<file path="src/rtl/mem_access_ctrl.sv">
// ---------------------------------------------------------------------------
// mem_access_ctrl
//
// Load/store burst sequencer between the core datapath and data_ram.
// One burst request (op, base address, length) is taken in IDLE. The block
// then walks consecutive addresses one word per cycle.
//   - Loads return each word on rd_data with a one-cycle rd_valid strobe.
//   - Stores accept one word per cycle under a wr_valid/wr_ready handshake.
// The end of the burst is marked by a one-cycle done pulse.
//
// Ports
//   clk        single clock, all state on posedge
//   rst        synchronous, active-high reset
//   req        start request, sampled only in IDLE
//   op         0 = load, 1 = store (sampled with req)
//   base_addr  first word address (sampled with req)
//   len        word count (sampled with req); 0 completes with no access
//   wr_data    store word from core
//   wr_valid   wr_data valid
//   wr_ready   store word accepted when wr_valid & wr_ready
//   rd_data    registered load word, holds between strobes
//   rd_valid   one-cycle strobe per loaded word
//   busy       high in every state except IDLE
//   done       one-cycle pulse at burst end
//   mem_addr   data_ram address (always the current burst address)
//   mem_data   data_ram write data (passthrough of wr_data)
//   mem_we     data_ram write enable
//   mem_dout   data_ram read data (combinational read of mem_addr)
//
// state | meaning
// ------+-----------------------------------------------------------
// IDLE  | waiting for req; burst parameters latched on req
// LOAD  | one word read per cycle, no stalls
// STORE | one word written per cycle when wr_valid, stalls otherwise
// DONE  | single-cycle completion pulse, then back to IDLE
// ---------------------------------------------------------------------------
`timescale 1ns/1ps

module mem_access_ctrl #(
    parameter int DWIDTH     = 16,
    parameter int ADDR_WIDTH = 16,
    parameter int LEN_WIDTH  = 8
) (
    input  logic                  clk,
    input  logic                  rst,
    input  logic                  req,
    input  logic                  op,
    input  logic [ADDR_WIDTH-1:0] base_addr,
    input  logic [LEN_WIDTH-1:0]  len,
    input  logic [DWIDTH-1:0]     wr_data,
    input  logic                  wr_valid,
    output logic                  wr_ready,
    output logic [DWIDTH-1:0]     rd_data,
    output logic                  rd_valid,
    output logic                  busy,
    output logic                  done,
    output logic [ADDR_WIDTH-1:0] mem_addr,
    output logic [DWIDTH-1:0]     mem_data,
    output logic                  mem_we,
    input  logic [DWIDTH-1:0]     mem_dout
);

    localparam logic [1:0] IDLE  = 2'd0;
    localparam logic [1:0] LOAD  = 2'd1;
    localparam logic [1:0] STORE = 2'd2;
    localparam logic [1:0] DONE  = 2'd3;

    logic [1:0]            state;
    logic [1:0]            state_nxt;
    logic [ADDR_WIDTH-1:0] addr_q;
    logic [ADDR_WIDTH-1:0] addr_nxt;
    logic [LEN_WIDTH-1:0]  cnt_q;
    logic [LEN_WIDTH-1:0]  cnt_nxt;
    logic                  op_q;
    logic                  op_nxt;
    logic                  last_word;
    logic                  advance;

    // ------------------------------------------------------------------
    // Outputs decoded from state. wr_ready and mem_we are confined to
    // STORE so a stray wr_valid in any other state can never write RAM.
    // ------------------------------------------------------------------
    assign wr_ready  = (state == STORE);
    assign mem_we    = wr_ready & op_q & wr_valid;
    assign busy      = (state != IDLE);
    assign done      = (state == DONE);
    assign mem_addr  = addr_q;
    assign mem_data  = wr_data;

    // cnt_q is a down-counter of words still to move; the word moved while
    // it reads 1 is the last one of the burst.
    assign last_word = (cnt_q == LEN_WIDTH'(1));

    // A word moves every LOAD cycle, and in STORE only on an accepted word.
    assign advance   = (state == LOAD) | mem_we;

    // ------------------------------------------------------------------
    // Next-state and burst-register logic
    // ------------------------------------------------------------------
    always_comb begin
        state_nxt = state;
        addr_nxt  = addr_q;
        cnt_nxt   = cnt_q;
        op_nxt    = op_q;
        case (state)
            IDLE: begin
                if (req) begin
                    addr_nxt = base_addr;
                    cnt_nxt  = len;
                    op_nxt   = op;
                    if (len == '0) begin
                        state_nxt = DONE;
                    end else if (op) begin
                        state_nxt = STORE;
                    end else begin
                        state_nxt = LOAD;
                    end
                end
            end
            LOAD, STORE: begin
                if (advance) begin
                    // Address wraps modulo 2^ADDR_WIDTH by plain overflow.
                    addr_nxt = addr_q + ADDR_WIDTH'(1);
                    cnt_nxt  = cnt_q - LEN_WIDTH'(1);
                    if (last_word) begin
                        state_nxt = DONE;
                    end
                end
            end
            DONE: begin
                state_nxt = IDLE;
            end
            default: begin
                state_nxt = IDLE;
            end
        endcase
    end

    // ------------------------------------------------------------------
    // State and datapath registers
    // ------------------------------------------------------------------
    always_ff @(posedge clk) begin
        if (rst) begin
            state    <= IDLE;
            addr_q   <= '0;
            cnt_q    <= '0;
            op_q     <= 1'b0;
            rd_data  <= '0;
            rd_valid <= 1'b0;
        end else begin
            state    <= state_nxt;
            addr_q   <= addr_nxt;
            cnt_q    <= cnt_nxt;
            op_q     <= op_nxt;
            // The strobe follows every LOAD edge by one cycle; rd_data is
            // left untouched otherwise so the last word stays visible.
            rd_valid <= (state == LOAD);
            if (state == LOAD) begin
                rd_data <= mem_dout;
            end
        end
    end

endmodule
</file>
<file path="config.mk">
export PLATFORM = sky130hd
export DESIGN_NAME = mem_access_ctrl
export DESIGN_NICKNAME = d
export VERILOG_FILES = /design/src/rtl/mem_access_ctrl.sv
export SDC_FILE = /design/constraint.sdc
export NUM_CORES = 1
export LEC_CHECK = 0
export BUFFER_PORTS_ARGS = -buffer_cell sky130_fd_sc_hd__buf_4
export CORE_MARGIN = 3
export CORE_UTILIZATION = 35
export CTS_CLUSTER_SIZE = 24
export DETAILED_ROUTE_END_ITERATION = 16
export SLEW_MARGIN = 20
export SYNTH_ARGS = -nofsm -noshare
export SYNTH_HDL_FRONTEND = slang
export SYNTH_SLANG_ARGS = --single-unit
</file>
<file path="constraint.sdc">
create_clock -name clk -period 2.7 [get_ports clk]
set_input_delay 0.135 -clock clk [delete_from_list [all_inputs] [get_ports clk]]
set_output_delay 0.135 -clock clk [all_outputs]
set_load 0.01 [all_outputs]
</file>
## After elaboration in Yosys (flattened, before gate mapping)

Cells that the tools add are included.

- Reductions and logical operators: 8
- Eq/ne operators: 7
- Bitwise gates (word level): 3
- Add/subtract/negate cells: 2
- Multiplexer cells: 12

Operators with widths:

| kind | count |
|---|---|
| $mux 16 | 2 |
| $pmux 16 s2 | 1 |
| $add 16x1->16 const B | 1 |
| $mux 8 | 2 |
| $pmux 8 s2 | 1 |
| $mux 2 | 5 |
| $eq 8x1->1 const B | 1 |
| $logic_not 8->1 | 1 |
| $sub 8x1->8 const B | 1 |
| $ne 2x2->1 const B | 3 |
| $pmux 2 s3 | 1 |
| $reduce_and 3->1 | 2 |
| $eq 2x2->1 const B | 2 |
| $reduce_bool 2->1 | 2 |
| $and 1x1->1 | 2 |
| $eq 2x1->1 const B | 1 |
| $logic_not 2->1 | 1 |
| $reduce_and 2->1 | 1 |
| $reduce_or 2->1 | 1 |
| $or 1x1->1 | 1 |

- Word-level logic and storage cells: 38
- Bits in registers: 44
- Bits of input ports: 61

## Logic depth before layout (Yosys ltp)

Gate-level depths: netlist of the first run.

- Depth in word-level cells: 6
- Depth in mapped cells: 8
- Depth with buffers taken out: 6

## Least setup slack after synthesis of the first run

Ideal clock, no wire load.

- Kind: flip-flop to flip-flop
- From: register state[0]
- To: register addr_q[6] (netlist: mem_addr[6])
- Library setup time: 0.071 ns
- Path buffers: 2
- Cell stages (with the launch flop): 9
- Slack: 0.856 ns
- Data arrival time: 1.774 ns
- Path through: dfxtp_1 inv_1 ha_1 buf_2 mux2_2 o21ai_2 buf_4 o21ai_0 a21oi_1

- Cells in the longest elaborated chain, start to end: 6

Ends and longest elaborated chain:

| item | RTL line | RTL |
|---|---|---|
| from (decl) | 68 | `logic [1:0] state;` |
| from (signal assigned) | 151 | `state <= state_nxt;` |
| $eq 2x2->1 | 83, 105 |  |
| $and 1x1->1 (2 in series) | 84 | `assign mem_we = wr_ready & op_q & wr_valid;` |
| $or 1x1->1 | 95 | `assign advance = (state == LOAD) \| mem_we;` |
| $ne 2x2->1 (no source line) | - |  |
| $reduce_and 3->1 (no source line) | - |  |
| to (signal assigned) | 152 | `addr_q <= addr_nxt;` |
| to (decl) | 70 | `logic [ADDR_WIDTH-1:0] addr_q;` |

Several ways; a longest one is shown, not always the timed one.
A chain may end at the register's enable or synchronous reset.

## Worst setup path after layout of the first run

- From: register state[0]
- To: register addr_q[14] (netlist: mem_addr[14])

Same word-level chain as after synthesis.

==> metrics.md, run 1 <==
| Metric | Value |
|---|---|
| CTS tree | yes |
| Syn Inst Count | 326 |
| DRT iter0 DRCs | 222 |
| Starting Density | 36.3% |
| Post-CTS sizing | 0 |
| Maximum VDD drop | 0.453 mV |
| H-tree Lvls | 2 |
| Die Y | 92.9 um |
| Fmax | 476 MHz |
| Slew headroom | 66.6% |
| Internal | 1.98 mW |
| Min Tclk post-route | 2.10 ns |
| Crit path max fanout | 6 |
| GPL Wtd Cong | 0.804 |
| Initial antenna violation count | 0 |
| Final period utilization | 77.8% |
| DRT Pass-1 Iters | 5 |
| Status | complete, no violations |
| Clock Pin Slew Worst Setup and Hold Paths | 0.08 ns |
| Post-synth ARST share | 0% |
| Final Skew | 0.00866 ns |
| Seq pwr share | 30.1% |
| DRC Markers | 0 |
| HP Class | input port to register |
| Core area | 7290 um2 |
| All-Layer GR Usage | 17.4% |
| Die width | 92.9 um |
| Startpoint Class | register |
| Cell Area, Synth | 2650 um2 |
| I/O pins | 114 |
| Bufs on Longest Clock Path | 2 |
| Distinct cells, synth | 54 |
| Drt wl/cell | 15.6 um |
| Final setup TNS | 0 ns |
| Setup Fix Bufs, Post-CTS | 0 |
| Mean Syn Cell Area | 8.11 um2 |
| Vias per cell | 5.43 |
| First-pass GRT wire length | 12200 um |
| Final hold vios | 0 |
| Root Buffer | clkbuf_8 |
| Sink Count | 44 |
| RSZ-0062 raised after global routing | false |
| CP arrival | 2.32 ns |
| Ratio of cells with drive above 1 in the final layout | 28.4% |
| WL final | 7530 um |
| Clk pwr share | 11.9% |
| Setup violators final | 0 |
| Filler cells | 764 |
| ANT nets after route | 0 |
| Nets | 452 |
| # diodes | 0 |
| Sequential share of the synthesized area | 33.3% |
| Critical Path RT | 2.92 ns |
| CTS buffer count | 5 |
| MaxCap Viol Count | 0 |
| FF+latch count, synth | 44 |
| Combinational power share | 58.0% |
| Commonest non-fill, non-tap cell in the layout | buf_4 |
| Number of global-route vias before repair | 2523 |
| Placed instance count | 475 |
| Power density over the cells | 1120 nW/um2 |
| Crit Path Class | register to register |
| FP Rows | 31 |
| Pins over their slew limit | 0 |
| Non-Filler Instances | 483 |
| Ys flop type | dfxtp_1 |
| DP HPWL | 5280 um |
| Total grt overflow | 0 |
| Synth Warn # | 0 |
| Largest net degree at the start of global routing | 45 |
| Critical path endpoint category | register |
| PortBufs | 81 |
| Layout area overhead | 24.7% |
| Switching Share | 46.4% |
| Die ar. | 8640 um2 |
| Most frequent cells in the layout | buf_4, dfxtp_1, nor2_1 |
| Leak | 1.32 nW |
| Worst-Skew Late Latency | 0.30 ns |
| Switching pwr | 1.72 mW |
| Post-synth EDFFs | 0 |
| Syn nets | 395 |
| Fin area | 3300 um2 |
| Post-CTS Hold Buffers | 0 |
| Worst slew pin tran | 0.501 ns |
| Dpl cell area | 3210 um2 |
| Vias | 2621 |
-- worst max-delay path: stages, from the launching register on --
cell and delay (ns):
dfxtp_1 0.39, inv_1 0.10, ha_1 0.41, inv_1 0.14
nor3_2 0.32, or4b_1 0.48, a31oi_1 0.18
-- sequential cells by signal, indices dropped and copies added, names as in the netlist --
signal	count
mem_addr	16
rd_valid	1
rd_data	16
state	2
cnt_q	8
op_q	1
-- worst paths after layout --
kind / startpoint / end / slack [ns] / cells past startpoint
max: state[0] / mem_addr[14] / 0.60 / 6
min: mem_dout[10] / rd_data[10] / 0.07 / 3
max reg2reg: state[0] / mem_addr[14] / 0.60 / 6
min reg2reg: rd_data[15] / rd_data[15] / 0.50 / 2
-- synth_stat cells, drive strengths merged (2+ instances only) --
cell type / instances / share of area, %
nor3b: 2 / 0.57
dfxtp: 44 / 33
o31ai: 4 / 1.7
nor3: 6 / 1.3
nand3: 17 / 3.2
buf: 28 / 7.0
or4: 3 / 0.99
nand2b: 3 / 0.71
o2bb2ai: 2 / 0.66
inv: 8 / 1.1
nand2: 24 / 3.4
a31oi: 10 / 2.9
a31o: 2 / 0.66
a22oi: 2 / 0.57
a211oi: 5 / 1.4
o32ai: 2 / 0.66
mux2i: 19 / 7.3
o31a: 2 / 0.71
and4: 3 / 0.99
clkbuf: 10 / 1.4
a21oi: 24 / 4.7
nand4: 5 / 1.2
o311ai: 2 / 0.66
and2: 4 / 0.95
o21ai: 23 / 4.5
ha: 8 / 3.8
and3: 5 / 1.2
a311oi: 2 / 0.66
nor2b: 9 / 2.1
nor4: 3 / 0.71
nor2: 32 / 4.5
-- through the flow --
step                setup slack (ns)  utilization [%]  hold slack, ns  power (mW)
global route                   0.449             45.2          0.0692        4.00
CTS                            0.634             45.2          0.0591        3.69
finish                         0.599             45.2          0.0709        3.70
detailed placement             0.646             44.0           0.270        3.24
global placement               0.722             44.0           0.270        3.22
floorplan                      0.856                -           0.282        2.57
-- cell families (layout without fill, tap and decap cells) --
logic type	after synthesis	after routing	share of synthesized area [%]
AOI/OAI and AO/OA	84	84	21.0
buffers and inverters	46	104	9.60
and+or+nand+nor	124	124	24.6
muxes	20	20	7.76
DFF	44	44	33.3
adders and majority gates	8	8	3.78
-- routing by layer --
metal,track usage [%],vias up,share of wire (%)
li1,-,1279,-
met1,24.7,1199,46
met2,25.4,135,43
met3,5.12,8,9.5
met4,5.13,0,0.92
met5,0,-,0
-- final cells by class --
cell class	instances	area, um2	share of cell area (%)
multi-input cells	236	1510	45.8
flip-flops and latches	44	881	26.7
repair buffers	88	661	20.0
well taps	99	124	3.76
clock buffers	6	82.6	2.50
inverters	8	30.0	0.910
clock inverters	2	10.0	0.303
-- power groups by stage --
stage / Clock (mW) / Sequential (mW) / Combinational (mW)
after floorplan: 0 / 1.10 / 1.47
after global placement: 0 / 1.11 / 2.11
after detailed placement: 0 / 1.12 / 2.12
after CTS: 0.455 / 1.10 / 2.13
after global routing: 0.480 / 1.15 / 2.37
final: 0.439 / 1.11 / 2.15
Note: power is estimated with default switching activity, not from simulation.
==> inputs of run 2 (changes only) <==
==> constraint.sdc (replaced) <==
create_clock -name clk -period 1.8 [get_ports clk]
set_input_delay 0.09 -clock clk [delete_from_list [all_inputs] [get_ports clk]]
set_output_delay 0.09 -clock clk [all_outputs]
set_load 0.01 [all_outputs]
==> run 2 against run 1 <==
  * Worst setup slack worse by 0.50 ns
  * Clock skew is 0.0038 ns lower
  * Flip-flop and latch count stayed put
  * Critical path depth is 2 higher
  * Critical path type unchanged
  * First-iteration DRC count is 36% lower
  * Largest cell class unchanged
  * Design area is 9.5% higher
  * Final cell count is 6.8% higher
  * Sequential power is 37% higher
  * Clock power is 64% higher
  * Total power is 70% higher
  * Routed wire length is 0.72% higher
  * Combinational power is 87% higher
==> metrics.md, run 2 (synthesized netlist as in run 1, its figures left out) <==
| Metric | Value |
|---|---|
| DP HPWL | 5740 um (+8.6%) |
| Largest net degree at the start of global routing | 30 (-33%) |
| Maximum VDD drop | 0.749 mV (+65%) |
| Nets | 487 (+7.7%) |
| Pins over their slew limit | 0 (unchanged) |
| Sink Count | 44 (unchanged) |
| Placed instance count | 510 (+7.4%) |
| Setup violators final | 0 (unchanged) |
| H-tree Lvls | 2 (unchanged) |
| Dpl cell area | 3490 um2 (+8.8%) |
| Die ar. | 8640 um2 (unchanged) |
| Filler cells | 766 (+0.26%) |
| Worst slew pin tran | 0.333 ns (-0.169 ns) |
| Total grt overflow | 0 (unchanged) |
| CP arrival | 1.92 ns (-0.40 ns) |
| Core area | 7290 um2 (unchanged) |
| All-Layer GR Usage | 17.7% (+0.26 points) |
| CP max stage delay | 0.35 ns (-0.13 ns) |
| Crit Path Class | register to register |
| MaxCap Viol Count | 0 (unchanged) |
| Power density over the cells | 1740 nW/um2 (+55%) |
| Crit path max-delay cell type | dfxtp_1 |
| Final hold vios | 0 (unchanged) |
| Vias | 2725 (+4.0%) |
| WHS | 0.0295 ns (-0.0415 ns) |
| Critical Path RT | 2.02 ns (-0.90 ns) |
| Initial antenna violation count | 0 (unchanged) |
| FP Rows | 31 (unchanged) |
| RSZ-0062 raised after global routing | false |
| Setup Fix Bufs, Post-CTS | 0 (unchanged) |
| Met2 Track Usage GR | 28.9% (+3.5 points) |
| Root Buffer | clkbuf_8 |
| Drt wl/cell | 14.7 um (-5.7%) |
| Bufs on Longest Clock Path | 2 (unchanged) |
| Final period utilization | 94.4% (+17 points) |
| DRT Pass-1 Iters | 5 (unchanged) |
| I/O pins | 114 (unchanged) |
| Busiest grt layer | met2 |
| ANT nets after route | 0 (unchanged) |
| Post-CTS Hold Buffers | 0 (unchanged) |
| Non-Filler Instances | 516 (+6.8%) |
| Cells along the critical path | inv_2 > ha_4 > inv_1 > buf_6 > o21ai_4 > buf_12 > or3_1 > a31oi_1 |
| Final Skew | 0.00482 ns (-0.00385 ns) |
| Final setup TNS | 0 ns (unchanged) |
| Leak | 1.51 nW (+14%) |
| Vias per cell | 5.28 (-2.7%) |
| GR Util met3 | 5.12% (unchanged) |
| PortBufs | 81 (unchanged) |
| Ratio of cells with drive above 1 in the final layout | 35.7% (+7.3 points) |
| Slew headroom | 77.8% (+11 points) |
| Die width | 92.9 um (unchanged) |
| Worst-Skew Late Latency | 0.29 ns (about the same) |
| Starting Density | 36.3% (unchanged) |
| # diodes | 0 (unchanged) |
| Crit path max fanout | 13 (+7) |
| HP Class | input port to register |
| GPL Wtd Cong | 0.896 (+11%) |
| Layout area overhead | 36.6% |
| Commonest non-fill, non-tap cell in the layout | buf_4 |
| Number of global-route vias before repair | 2637 (+4.5%) |
| CTS buffer count | 5 (unchanged) |
| Fmax | 589 MHz (+24%) |
| First-pass GRT wire length | 12600 um (+2.5%) |
| CTS tree | yes |
| Status | complete, no violations |
| Critical path endpoint category | register |
| Most frequent cells in the layout | buf_4, dfxtp_1, nor2_1 |
| DRT iter0 DRCs | 142 (-36%) |
| WL final | 7580 um (+0.72%) |
| Clock Pin Slew Worst Setup and Hold Paths | 0.08 ns (about the same) |
| Fin area | 3610 um2 (+9.5%) |
| Total power | 6.28 mW (+70%) |
| DRC Markers | 0 (unchanged) |
| Startpoint Class | register |
| Met1 usage | 23.1% (-1.6 points) |
| Min Tclk post-route | 1.70 ns (-0.403 ns) |
| Die Y | 92.9 um (unchanged) |
==> run 2: stage by stage <==
stage	setup WS, ns	util (%)
after floorplan	0.00265	-
after global placement	0.0197	47.8
after detailed placement	-0.0390	47.8
after CTS	0.0155	49.4
after global routing	0.00468	49.5
final	0.102	49.5
==> run 2: final cells by class <==
type / count / area [um2] / share of cell area, %
Tap cell: 99 / 124 / 3.43
Clock buffer: 5 / 68.8 / 1.91
Sequential cell: 44 / 882 / 24.4
Multi-Input combinational cell: 236 / 1540 / 42.6
Timing Repair Buffer: 123 / 940 / 26.0
Inverter: 8 / 30.0 / 0.831
Clock inverter: 1 / 30.0 / 0.831
==> run 2: report_power, final <==
part           switching [mW]  internal [mW]  leakage (nW)  total, mW
Sequential              0.244           1.28         0.361       1.52
Combinational            2.10           1.93          1.10       4.03
Clock                   0.322          0.399        0.0501      0.721
==> run 2: worst max-delay path: cells and delay by family (launching register included) <==
kind                       cells  cell delay, ns
AOI/OAI and AO/OA              2            0.23
adders and majority gates      1            0.26
buffers and inverters          4            0.48
and+or+nand+nor                1            0.30
DFF                            1            0.35
==> run 2: path summary, 6_finish.rpt <==
kind          startpoint  cells past startpoint  slack [ns]     endpoint
max             state[0]                      8        0.10  mem_addr[0]
min          mem_dout[6]                      3        0.03   rd_data[6]
max reg2reg     state[0]                      8        0.10  mem_addr[0]
min reg2reg   rd_data[6]                      2        0.50   rd_data[6]
==> run 2: layer usage <==
metal,vias to the layer above,share of wire [%]
met3,6,8.5
met5,-,0
met2,109,45
met4,0,0.45
li1,1352,-
met1,1258,46
==> run 2: timing repair <==
item / CTS / global route
pin swaps: 0 / 1
gates resized for setup: 2 / 8
setup endpoints to repair: 6 / 11
==> inputs of run 3 (changes only) <==
--- a/config.mk
+++ b/config.mk
@@ -6,10 +6,11 @@
 export NUM_CORES = 1
 export LEC_CHECK = 0
 export BUFFER_PORTS_ARGS = -buffer_cell sky130_fd_sc_hd__buf_4
-export CORE_MARGIN = 3
-export CORE_UTILIZATION = 35
+export CORE_MARGIN = 5
+export CORE_UTILIZATION = 43
 export CTS_CLUSTER_SIZE = 24
 export DETAILED_ROUTE_END_ITERATION = 16
+export PLACE_DENSITY = 0.76
 export SLEW_MARGIN = 20
 export SYNTH_ARGS = -nofsm -noshare
 export SYNTH_HDL_FRONTEND = slang
==> run 3 against run 2 <==
  * Critical endpoint is now mem_addr[14]
  * Critical path type unchanged
  * Via count grew 4.5%
  * Combinational power grew 4%
  * Final cell count shrank 5.0%
==> metrics.md, run 3 (synthesized netlist as in run 1, its figures left out) <==
| Metric | Value |
|---|---|
| Drt wl/cell | 16.0 um (+8.7%) |
| Pins over their slew limit | 0 (unchanged) |
| Setup violators final | 0 (unchanged) |
| Clock Pin Slew Worst Setup and Hold Paths | 0.08 ns (about the same) |
| Die Y | 88.4 um (-4.8%) |
| Vias per cell | 5.81 (+10%) |
| Slew headroom | 73.3% (-4.5 points) |
| Crit Path Class | register to register |
| GPL Wtd Cong | 0.961 (+7.3%) |
| First-pass GRT wire length | 12700 um (+1.4%) |
| Critical Path RT | 1.96 ns (-0.06 ns) |
| Largest net degree at the start of global routing | 33 (+10%) |
| PortBufs | 81 (unchanged) |
| Fmax | 562 MHz (-4.5%) |
| Reg2reg setup slack | 0.02 ns (-0.08 ns) |
| H-tree Lvls | 2 (unchanged) |
| Starting Density | 44.4% (+8.1 points) |
| Power density over the cells | 1800 nW/um2 (+3.4%) |
| Critical path endpoint category | register |
| CTS buffer count | 5 (unchanged) |
| FF-to-FF End | mem_addr[14] |
| Bufs on Longest Clock Path | 2 (unchanged) |
| Hold path endpoint | rd_data[2] |
| Die ar. | 7820 um2 (-9.5%) |
| DRT Pass-1 Iters | 5 (unchanged) |
| Total power | 6.49 mW (+3.4%) |
| Sink Count | 44 (unchanged) |
| Vias | 2848 (+4.5%) |
| Total grt overflow | 0 (unchanged) |
| Final Skew | 0.00701 ns (+0.00219 ns) |
| CP arrival | 1.94 ns (+0.02 ns) |
| Startpoint Class | register |
| DRC Markers | 0 (unchanged) |
| Crit. Startpoint | state[0] |
| Final hold vios | 0 (unchanged) |
| Utilization after layout | 60.7% (+11 points) |
| Status | complete, no violations |
| Worst-Skew Late Latency | 0.29 ns (about the same) |
| I/O pins | 114 (unchanged) |
| Nets | 483 (-0.82%) |
| All-Layer GR Usage | 20.3% (+2.7 points) |
| MaxCap Viol Count | 0 (unchanged) |
| Die width | 88.4 um (-4.8%) |
| Crit path max fanout | 5 (-8) |
| Filler cells | 538 (-30%) |
| Hold depth | 3 (unchanged) |
| Core area | 5960 um2 (-18%) |
| Worst reg2reg path depth | 8 (unchanged) |
| Commonest non-fill, non-tap cell in the layout | buf_4 |
| Root Buffer | clkbuf_8 |
| Worst R2R Start | state[0] |
| Most frequent cells in the layout | buf_4, dfxtp_1, nor2_1 |
| Leak | 1.50 nW (-0.27%) |
| Maximum VDD drop | 0.885 mV (+18%) |
| Initial antenna violation count | 0 (unchanged) |
| Ratio of cells with drive above 1 in the final layout | 36.1% (+0.41 points) |
| WL final | 7830 um (+3.2%) |
| # diodes | 0 (unchanged) |
| Final period utilization | 98.8% (+4.5 points) |
| Number of global-route vias before repair | 2738 (+3.8%) |
| DP HPWL | 5860 um (+2.0%) |
| ANT nets after route | 0 (unchanged) |
| FP Rows | 28 (-9.7%) |
| CTS tree | yes |
| Worst slew pin tran | 0.400 ns (+0.0673 ns) |
| Hold Path Origin | mem_dout[2] |
| Layout area overhead | 36.6% (unchanged) |
| HP Class | input port to register |
| Min Tclk post-route | 1.78 ns (+0.0806 ns) |
| DRT iter0 DRCs | 321 (+130%) |
## run 3: cell count changes in the layout (fill, tap and decap cells not counted), sizes merged
cell / delta
buf: -4
clkbuf: +1
clkinv: +1
## run 3: report_power, final
| part | internal (mW) | switching, mW | total, mW |
|---|---|---|---|
| Clock | 0.412 | 0.335 | 0.747 |
| Combinational | 1.98 | 2.21 | 4.19 |
| Sequential | 1.28 | 0.270 | 1.55 |
| Total | 3.67 | 2.82 | 6.49 |
## run 3: how the worst max path moves through the flow
stage | to | slack [ns] | depth (start not counted)
after floorplan | mem_addr[0] | 0.003 | 7
after CTS | mem_addr[1] | 0.004 | 8
after detailed placement | mem_addr[15] | -0.05 | 7
after global routing | mem_addr[14] | -0.07 | 8
after global placement | mem_addr[15] | 0.03 | 7
final | mem_addr[14] | 0.02 | 8
## run 3: final cells by class
type | instances | area (um2) | share of cell area, %
Clock buffer | 6 | 72.6 | 2.01
Clock inverter | 2 | 35.0 | 0.970
Inverter | 8 | 32.5 | 0.901
Multi-Input combinational cell | 236 | 1580 | 43.8
Sequential cell | 44 | 882 | 24.4
Tap cell | 75 | 93.8 | 2.60
Timing Repair Buffer | 119 | 913 | 25.3
## run 3: stage by stage
stage | area, um2 | hold slack (ns) | std cells | setup TNS, ns | setup slack, ns
floorplan | 2660 | 0.237 | 326 | 0 | 0.00265
global placement | 3400 | 0.180 | 480 | 0 | 0.0279
detailed placement | 3400 | 0.180 | 480 | -0.233 | -0.0496
CTS | 3540 | 0.0259 | 490 | 0 | 0.00414
global route | 3610 | 0.0242 | 490 | -0.0868 | -0.0701
finish | 3610 | 0.0329 | 490 | 0 | 0.0211
## run 3: worst max-delay path: stages, from the launching register on
cell,delay [ns]
dfxtp_1,0.35
inv_2,0.08
ha_4,0.27
buf_4,0.16
mux2i_4,0.18
buf_4,0.18
nor2_1,0.06
a22oi_1,0.22
a31oi_1,0.14
## run 3: what timing repair did
item | in CTS | in global routing
hold buffers | 0 | 0
setup endpoints to repair | 11 | 13
pin swaps | 1 | 3
buffers inserted | 2 | 0
gates resized for setup | 3 | 17
## run 3: per-layer routing
metal | track usage (%) | wire [um]
met2 | 32.8 | 3690
met3 | 6.42 | 868
met1 | 25.5 | 3090
met4 | 7.14 | 175
met5 | 0 | 0
